**src/rtl/delay_timer_13.sv**
```systemverilog
// Loadable down-counting timer with one-shot / auto-reload modes and a done pulse.
// All state, including the outputs, is registered on the falling edge of clock.
module delay_timer_13 #(
    parameter int unsigned BIT_SZ = 13
) (
    input  logic              clock,
    input  logic              reset,
    input  logic              start,
    input  logic [BIT_SZ-1:0] load_val,
    input  logic              enable,
    input  logic              periodic,
    input  logic              abort,
    output logic [BIT_SZ-1:0] count,
    output logic              busy,
    output logic              done
);

    typedef enum logic {
        IDLE = 1'b0,
        RUN  = 1'b1
    } state_t;

    state_t            state, state_n;
    logic [BIT_SZ-1:0] period, period_n;
    logic [BIT_SZ-1:0] count_n;
    logic              done_n;

    always_ff @(negedge clock) begin
        if (!reset) begin
            state  <= IDLE;
            period <= '0;
            count  <= '0;
            busy   <= 1'b0;
            done   <= 1'b0;
        end else begin
            state  <= state_n;
            period <= period_n;
            count  <= count_n;
            busy   <= (state_n == RUN);
            done   <= done_n;
        end
    end

    always_comb begin
        state_n  = state;
        period_n = period;
        count_n  = count;
        done_n   = 1'b0;
        case (state)
            IDLE: begin
                if (start) begin
                    if (load_val != '0) begin
                        period_n = load_val;
                        count_n  = load_val;
                        state_n  = RUN;
                    end else begin
                        done_n = 1'b1;
                    end
                end
            end
            RUN: begin
                if (abort) begin
                    count_n = '0;
                    state_n = IDLE;
                end else if (enable) begin
                    // count <= 1 treated as terminal so the counter can never wrap
                    if (count <= BIT_SZ'(1)) begin
                        done_n = 1'b1;
                        if (periodic) begin
                            count_n = period;
                        end else begin
                            count_n = '0;
                            state_n = IDLE;
                        end
                    end else begin
                        count_n = count - BIT_SZ'(1);
                    end
                end
            end
            default: begin
                state_n = IDLE;
                count_n = '0;
            end
        endcase
    end

endmodule
```
**config.mk**
```make
export PLATFORM = sky130hd
export DESIGN_NAME = delay_timer_13
export DESIGN_NICKNAME = d
export VERILOG_FILES = /design/src/rtl/delay_timer_13.sv
export SDC_FILE = /design/constraint.sdc
export NUM_CORES = 1
export LEC_CHECK = 0
export ABC_AREA = 0
export BUFFER_PORTS_ARGS = -buffer_cell sky130_fd_sc_hd__buf_4
export CORE_ASPECT_RATIO = 1.4
export CORE_MARGIN = 1
export CORE_UTILIZATION = 40
export DETAILED_ROUTE_END_ITERATION = 16
export MAX_ROUTING_LAYER = met4
export PLACE_DENSITY = 0.68
export SETUP_SLACK_MARGIN = 0.1
export SLEW_MARGIN = 20
export SYNTH_ARGS = -nofsm -noshare
export SYNTH_HDL_FRONTEND = slang
export SYNTH_SLANG_ARGS = --single-unit
```
**constraint.sdc**
```tcl
create_clock -name clock -period 2.4 [get_ports clock]
set_clock_uncertainty 0.1 [all_clocks]
set_input_delay 0.72 -clock clock [delete_from_list [all_inputs] [get_ports clock]]
set_output_delay 0.72 -clock clock [all_outputs]
set_load 0.01 [all_outputs]
```
==> impl_metrics.py, run 1 <==
metrics = {
    "setup_path": {
        "r2r_start": "count[1]$_SDFFE_NN0P_",
        "end_kind": "flop",
        "worstPathArrival_ps": 2000,
        "cp_max_fo": 4,
        "reg2reg_depth": 8,
        "cp.required_ps": 1320,
        "timing.rr.end": "count[6]$_SDFFE_NN0P_",
        "criticalPathCategory": "in2reg",
        "rrSetupSlack_ps": 80,
        "startpoint_type": "input pin",
    },
    "clock_tree": {
        "clockBufferDepth": 2,
        "clk_pin_slew_ps": 40,
        "htree_levels": 1,
        "clock_latency_ps": 350,
        "cts_tree": "built",
        "cts_root_buf": "clkbuf_8",
        "cts_hold_buf": 0,
        "cts_sinks": 28,
        "cts_buffers": 3,
    },
    "logic_synthesis": {
        "synthTopCellsByArea": "dfxtp_1, nor2b_1, mux2i_1",
        "syn_area_per_cell_um2": 8.142,
        "netlist_instances": 199,
        "synth_edf_count": 0,
        "synth_top_area_cell": "dfxtp_1",
        "ys_warn_count": 0,
        "ys.flop_type": "dfxtp_1",
        "synth_area_um2": 1620,
        "synth_seq_cells": 28,
        "synth.distinct_cells": 41,
        "synth_nets": 220,
        "yosysTopAreaCellShare": 0.3459,
        "synthArstFlopShare": 0,
        "ys_seq_area_frac": 0.3459,
    },
    "drt": {
        "vias_per_cell": 5.527,
        "drc": 0,
        "wl_um": 5195,
        "vias": 1940,
        "routedWlPerCell_um": 14.80,
        "ant_nets": 0,
        "drt-initial-drc-count": 116,
        "dr.pass1.iters": 4,
    },
    "timing": {
        "slew_headroom": 0.5592,
        "drv_slew": 0,
        "fin_ws_ps": -670.8,
        "tightestPinTransition_ps": 656.7,
        "setup_viol": 43,
        "rsz0062_at_grt": "yes",
        "whs_ps": 373.3,
        "final-hold-violation-count": 0,
    },
    "floorplan": {
        "fp.coreArea_um2": 3919,
        "die_x_um": 55.79,
        "die_h_um": 77.31,
        "floorplan.rows": 27,
        "initial_core_util": 0.4135,
        "ioPinCount": 34,
        "dieArea_um2": 4313,
    },
    "placement": {
        "dp_hpwl_um": 3775,
        "post-place-cells": 316,
        "gp_congestion": 0.9031,
        "portBuffers": 33,
        "place_worst_setup_slack_ps": -1024,
    },
    "global_route": {
        "grt_overflow": 0,
        "grt_first_pass_wirelength_um": 8514,
        "grt_pass1_vias": 1893,
        "track_usage": 0.2566,
        "grt_max_degree": 16,
        "antenna_found_initial": 0,
    },
    "layout": {
        "area_growth_pct": 67.88,
        "final_core_util": 0.6941,
        "fillers": 294,
        "fin_nets": 331,
        "final_cell_count_no_fill": 351,
        "final-seq-area_um2": 606.8,
        "diodes": 0,
        "final_common_cell": "buf_4",
        "layout_common_cells": "buf_4, inv_1, buf_6, nand2_1, nor2b_1",
        "drive_gt1_frac": 0.4351,
        "multi_input_area_um2": 1105,
    },
    "hold_path": {
        "worstHoldEndpoint": "period[10]$_SDFFE_NN0P_",
        "whs_path_depth": 2,
        "hold_path_class": "reg2reg",
        "hp-start": "period[10]$_SDFFE_NN0P_",
    },
    "power": {
        "p_leak_nw": 1.276,
        "ir_drop_v": 0.0004299,
        "power_density_nw_per_um2": 544.4,
        "power_mw": 1.481,
    },
    "flow_run": {
        "maxCapViolations": 0,
    },
    "status": {
        "violations": "setup timing",
        "status": "finished, violations left",
    },
}
cell families after synthesis:
family,count (synthesis),share of synthesized area
simple gates,73,0.2510
compound gates,64,0.2571
flops,28,0.3459
buf+inv,18,0.04710
mux,9,0.05637
xor+xnor,5,0.02703
fa+ha+maj,2,0.01544
sequential cells by signal, indices dropped and copies added, names as in the netlist:
signal / count
count: 13
period: 13
done: 1
state: 1
power breakdown:
| group | internal [mW] | total [mW] | switching, mW | leakage, nW |
|---|---|---|---|---|
| Clock | 0.174 | 0.438 | 0.265 | 0.171 |
| Combinational | 0.260 | 0.513 | 0.254 | 0.866 |
| Sequential | 0.505 | 0.529 | 0.0239 | 0.239 |
| Total | 0.939 | 1.48 | 0.542 | 1.28 |
through the flow:
stage | TNS, ps | cell area [um^2]
after floorplan | -20250 | 1727
after global placement | -27410 | 2364
after detailed placement | -27890 | 2364
after CTS | -21660 | 2653
after global routing | -24300 | 2720
final | -23040 | 2720
area by class of cell:
cell class / count / share of cell area
Multi-Input combinational cell: 153 / 0.4062
Sequential cell: 28 / 0.2231
Clock inverter: 28 / 0.03864
Timing Repair Buffer: 91 / 0.2902
Clock buffer: 3 / 0.01518
Tap cell: 43 / 0.01978
Inverter: 5 / 0.006900
worst max-delay path, cell delays in order:
cell	delay, ps
buf_8	100
nor4_4	300
nand4_1	210
o21a_2	290
buf_4	130
o221a_1	230
what timing repair did:
action | CTS | global route
pin swaps | 8 | 9
endpoints found under the setup margin | 43 | 43
gates resized for setup | 41 | 15
buffers inserted | 3 | 2
Yosys cell counts (all sizes together) (3+ instances only):
library cell,n
dfxtp,28
nand2,21
o21ai,20
nor2b,14
a21oi,13
clkbuf,10
mux2i,8
nor3,8
nand4,7
inv,6
a21boi,5
a221oi,5
a22oi,5
nor2,5
nor4,5
xor2,4
a22o,3
a31oi,3
o21a,3
worst max path at each step:
stage / endpoint / slack [ps] / startpoint
2_1_floorplan: count[6]$_SDFFE_NN0P_ / -840 / load_val[1]
3_3_place_gp: count[3]$_SDFFE_NN0P_ / -990 / load_val[1]
3_5_place_dp: period[12]$_SDFFE_NN0P_ / -1020 / load_val[1]
4_1_cts: period[12]$_SDFFE_NN0P_ / -590 / load_val[4]
5_1_grt: done$_SDFF_NN0_ / -680 / load_val[4]
6_report: count[6]$_SDFFE_NN0P_ / -670 / load_val[6]
layer usage:
metal,up-vias,share of wire,routed length [um],global-route usage
li1,956,-,-,-
met1,906,0.41,2132,0.3009
met2,74,0.53,2743,0.4229
met3,4,0.050,259,0.05228
met4,0,0.011,59,0.1075
met5,-,0,0,-
Power figures use the tool's default switching activity.
==> inputs of run 2 (changes only) <==
- clock period: 2.4 -> 3.5 ns (I/O delays scaled with it)
==> impl_metrics.py, run 2 (synthesis results as in run 1) <==
metrics = {
    "drt": {
        "wl_um": 5231,
        "routedWlPerCell_um": 15.07,
        "drc": 0,
        "vias_per_cell": 5.669,
        "ant_nets": 0,
        "dr.pass1.iters": 4,
        "vias": 1967,
        "drt-initial-drc-count": 102,
    },
    "floorplan": {
        "initial_core_util": 0.4135,
        "die_h_um": 77.31,
        "fp.coreArea_um2": 3919,
        "ioPinCount": 34,
        "dieArea_um2": 4313,
        "die_x_um": 55.79,
        "floorplan.rows": 27,
    },
    "global_route": {
        "grt_overflow": 0,
        "grt_max_degree": 29,
        "track_usage": 0.2566,
        "grt_pass1_vias": 2083,
        "grt_first_pass_wirelength_um": 8631,
        "antenna_found_initial": 0,
    },
    "timing": {
        "setup_viol": 43,
        "fin_ws_ps": -476.0,
        "slew_headroom": 0.6042,
        "tightestPinTransition_ps": 589.8,
        "final-hold-violation-count": 0,
        "rsz0062_at_grt": "yes",
        "drv_slew": 0,
    },
    "setup_path": {
        "reg2reg_depth": 8,
        "startpoint_type": "input pin",
        "cp_slowest_cell": "nor4_4",
        "cp.required_ps": 1870,
        "crit_path_cell_trace": "buf_6 -> nor4_4 -> nand4_1 -> buf_4 -> nand2_4 -> buf_6 -> mux2i_1 -> nor2b_1",
        "rrSetupSlack_ps": 990,
        "r2r_start": "count[5]$_SDFFE_NN0P_",
        "crit_family": "simple AND/OR/NAND/NOR gates",
        "cpPeakStageDelay_ps": 320,
        "worstPathArrival_ps": 2350,
        "critPathBufInv": 3,
        "end_kind": "flop",
        "cp_max_fo": 5,
        "criticalPathCategory": "in2reg",
        "cp_common_cell": "buf_6",
        "timing.rr.end": "count[7]$_SDFFE_NN0P_",
    },
    "layout": {
        "fillers": 304,
        "fin_nets": 326,
        "drive_gt1_frac": 0.4309,
        "final_common_cell": "buf_4",
        "area_growth_pct": 64.86,
        "layout_common_cells": "buf_4, inv_1, buf_6, nand2_1",
        "diodes": 0,
        "top_regs": "count: 13 flops, period: 13 flops",
    },
    "placement": {
        "gp_congestion": 0.8701,
        "dp_hpwl_um": 3660,
        "place_worst_setup_slack_ps": -825.7,
        "portBuffers": 33,
    },
    "hold_path": {
        "hold_path_class": "reg2reg",
        "whs_path_depth": 2,
        "hp-start": "period[11]$_SDFFE_NN0P_",
        "worstHoldEndpoint": "period[11]$_SDFFE_NN0P_",
    },
    "flow_run": {
        "maxCapViolations": 0,
    },
    "power": {
        "power_density_nw_per_um2": 380.2,
        "ir_drop_v": 0.0003444,
        "p_leak_nw": 1.262,
        "power_mw": 1.016,
    },
    "clock_tree": {
        "clockBufferDepth": 2,
        "clock_latency_ps": 350,
        "cts_buffers": 3,
        "cts_tree": "built",
        "cts_sinks": 28,
        "cts_hold_buf": 0,
        "cts_root_buf": "clkbuf_8",
        "htree_levels": 1,
        "clk_pin_slew_ps": 40,
    },
    "status": {
        "status": "finished, violations left",
        "violations": "setup timing",
    },
}
[run 2: power breakdown]
part,internal (mW),switching (mW)
logic,0.171,0.174
clock network,0.121,0.186
registers,0.349,0.0155
[run 2: through the flow]
| stage | utilization | cell area [um^2] | hold WS, ps | setup TNS (ps) | std cells |
|---|---|---|---|---|---|
| after CTS | 0.6641 | 2603 | 360.3 | -13180 | 346 |
| after floorplan | - | 1680 | 338.5 | -14060 | 199 |
| after global placement | 0.5830 | 2285 | 346.5 | -20610 | 310 |
| final | 0.6817 | 2671 | 362.9 | -13920 | 347 |
| after global routing | 0.6817 | 2671 | 390.0 | -16030 | 347 |
| after detailed placement | 0.5830 | 2285 | 353.4 | -21450 | 310 |
[run 2: worst reg2reg max path, stage by stage, from the launching register on]
cell and delay [ps]:
dfxtp_2 310, buf_4 120, buf_4 140, or4_1 650, nor2_1 330, a21oi_1 180, buf_4 180, a221oi_1 250
a21oi_1 110
[run 2: cell type report]
class / instances / area, um^2 / area share
Sequential cell: 28 / 578.1 / 0.2164
Tap cell: 43 / 53.80 / 0.02014
Inverter: 5 / 18.77 / 0.007026
Multi-Input combinational cell: 153 / 1112 / 0.4164
Clock inverter: 29 / 110.1 / 0.04122
Timing Repair Buffer: 86 / 757.0 / 0.2834
Clock buffer: 3 / 41.29 / 0.01546
[run 2: routing by layer]
| layer | track usage | share of wire |
|---|---|---|
| met1 | 0.2825 | 0.39 |
| met2 | 0.4181 | 0.53 |
| met3 | 0.04890 | 0.058 |
| met4 | 0.1675 | 0.021 |
| met5 | - | 0 |
[run 2: repair_timing]
item / in CTS / in global routing
endpoints found under the setup margin: 43 / 43
pin swaps: 16 / 10
setup buffers: 5 / 1
cloned: 0 / 0
resized for setup: 55 / 15
[run 2: worst max path at each step]
stage,depth (start not counted),start,to
floorplan,5,load_val[1],count[6]$_SDFFE_NN0P_
CTS,8,load_val[4],count[2]$_SDFFE_NN0P_
detailed placement,7,load_val[1],count[1]$_SDFFE_NN0P_
finish,8,load_val[1],period[4]$_SDFFE_NN0P_
global route,8,load_val[1],period[4]$_SDFFE_NN0P_
global placement,7,load_val[1],count[0]$_SDFFE_NN0P_
==> inputs of run 3 (changes only) <==
- clock period: 3.5 -> 3.8 ns (I/O delays scaled with it)
==> impl_metrics.py, run 3 (synthesis results as in run 1) <==
metrics = {
    "status": {
        "violations": "setup timing",
        "status": "finished, violations left",
    },
    "setup_path": {
        "cp.required_ps": 2030,
        "crit_path_cell_trace": "buf_6 -> nor4_4 -> nand4_1 -> o21a_2 -> o21a_1 -> o221a_1",
        "startpoint_type": "input pin",
        "worstPathArrival_ps": 2460,
        "rrSetupSlack_ps": 1380,
        "reg2reg_depth": 8,
        "end_kind": "flop",
        "cp_slowest_cell": "nor4_4",
        "crit_start": "load_val[1]",
        "criticalPathCategory": "in2reg",
        "cpPeakStageDelay_ps": 320,
        "r2r_start": "count[0]$_SDFFE_NN0P_",
        "cp_max_fo": 5,
    },
    "global_route": {
        "grt_first_pass_wirelength_um": 8286,
        "grt_overflow": 0,
        "grt_max_degree": 29,
        "track_usage": 0.2496,
        "antenna_found_initial": 0,
        "grt_pass1_vias": 1910,
    },
    "power": {
        "p_leak_nw": 1.248,
        "power_density_nw_per_um2": 350.7,
        "ir_drop_v": 0.0003081,
        "power_uw": 929.8,
    },
    "timing": {
        "tightestPinTransition_ps": 681.8,
        "whs_ps": 348.9,
        "setup_viol": 43,
        "slew_headroom": 0.5424,
        "final-hold-violation-count": 0,
        "rsz0062_at_grt": "yes",
        "tns_ps": -11850,
        "fin_ws_ps": -434.4,
        "drv_slew": 0,
    },
    "layout": {
        "top_regs": "count: 13 flops, period: 13 flops",
        "diodes": 0,
        "layout_common_cells": "buf_4, inv_1, buf_6, nand2_1, dfxtp_1",
        "fin_nets": 325,
        "final_common_cell": "buf_4",
        "area_growth_pct": 63.63,
        "final_cell_count_no_fill": 345,
        "design_area_um2": 2651,
        "drive_gt1_frac": 0.4139,
    },
    "floorplan": {
        "dieArea_um2": 4313,
        "floorplan.rows": 27,
        "die_h_um": 77.31,
        "die_x_um": 55.79,
        "initial_core_util": 0.4135,
        "fp.coreArea_um2": 3919,
        "ioPinCount": 34,
    },
    "clock_tree": {
        "cts_root_buf": "clkbuf_8",
        "cts_buffers": 3,
        "cts_hold_buf": 0,
        "clk_pin_slew_ps": 50,
        "clock_latency_ps": 370,
        "clockBufferDepth": 2,
        "cts_sinks": 28,
        "htree_levels": 1,
        "cts_tree": "built",
    },
    "flow_run": {
        "maxCapViolations": 0,
    },
    "placement": {
        "placement.cell_area_um2": 2270,
        "post-place-cells": 308,
        "gp_congestion": 0.8542,
        "portBuffers": 33,
        "dp_hpwl_um": 3683,
    },
    "hold_path": {
        "hp-start": "period[12]$_SDFFE_NN0P_",
        "hold_path_class": "reg2reg",
        "whs_path_depth": 2,
    },
    "drt": {
        "wl_um": 5245,
        "dr.pass1.iters": 4,
        "routedWlPerCell_um": 15.20,
        "drt-initial-drc-count": 74,
        "drc": 0,
        "vias_per_cell": 5.658,
        "vias": 1952,
        "ant_nets": 0,
    },
}
## run 3: changes by cell type in the layout (fill, tap and decap cells not counted), sizes merged
| cell | previous run | this run |
|---|---|---|
| buf | 86 | 85 |
| clkinvlp | 1 | 0 |
## run 3: per-layer routing
layer  vias to the layer above  track usage  share of wire
met5                         -            -              0
met4                         0       0.1525          0.028
met3                        14      0.06408          0.058
met2                        81       0.4000           0.52
met1                       912       0.2745           0.40
li1                        945            -              -
## run 3: report_power, final
| group | internal, mW | switching [mW] |
|---|---|---|
| clock | 0.110 | 0.170 |
| combinational | 0.155 | 0.160 |
| sequential | 0.321 | 0.0145 |
| total | 0.585 | 0.345 |
## run 3: critical path, delay by kind of cell
kind,cells,cell delay (ps)
buffers and inverters,1,100
and+or+nand+nor,2,550
AOI/OAI and AO/OA,3,680
## run 3: cell type report
| cell class | instances | area (um^2) |
|---|---|---|
| repair buffers | 85 | 745.7 |
| inverters | 5 | 18.77 |
| clock buffers | 3 | 41.29 |
| flip-flops and latches | 28 | 580.6 |
| multi-input cells | 153 | 1106 |
| well taps | 43 | 53.80 |
| clock inverters | 28 | 105.1 |
| fillers | 314 | 1267 |
## run 3: path summary, 6_finish.rpt
kind,endpoint
setup / recovery,count[5]$_SDFFE_NN0P_
hold / removal,count[12]$_SDFFE_NN0P_
setup reg to reg,count[6]$_SDFFE_NN0P_
hold reg to reg,count[12]$_SDFFE_NN0P_
## run 3: timing repair
action | 4_1_cts | 5_1_grt
pin swaps | 7 | 9
hold endpoints to repair | 0 | 0
gates resized for setup | 48 | 20
buffers inserted | 6 | 1
setup endpoints to repair | 43 | 43
## run 3: per-stage QoR
| stage | utilization | worst slack (ps) |
|---|---|---|
| after global routing | 0.6766 | -447.4 |
| after floorplan | - | -557.0 |
| final | 0.6766 | -434.4 |
| after detailed placement | 0.5792 | -747.1 |
| after global placement | 0.5792 | -735.8 |
| after CTS | 0.6561 | -354.8 |
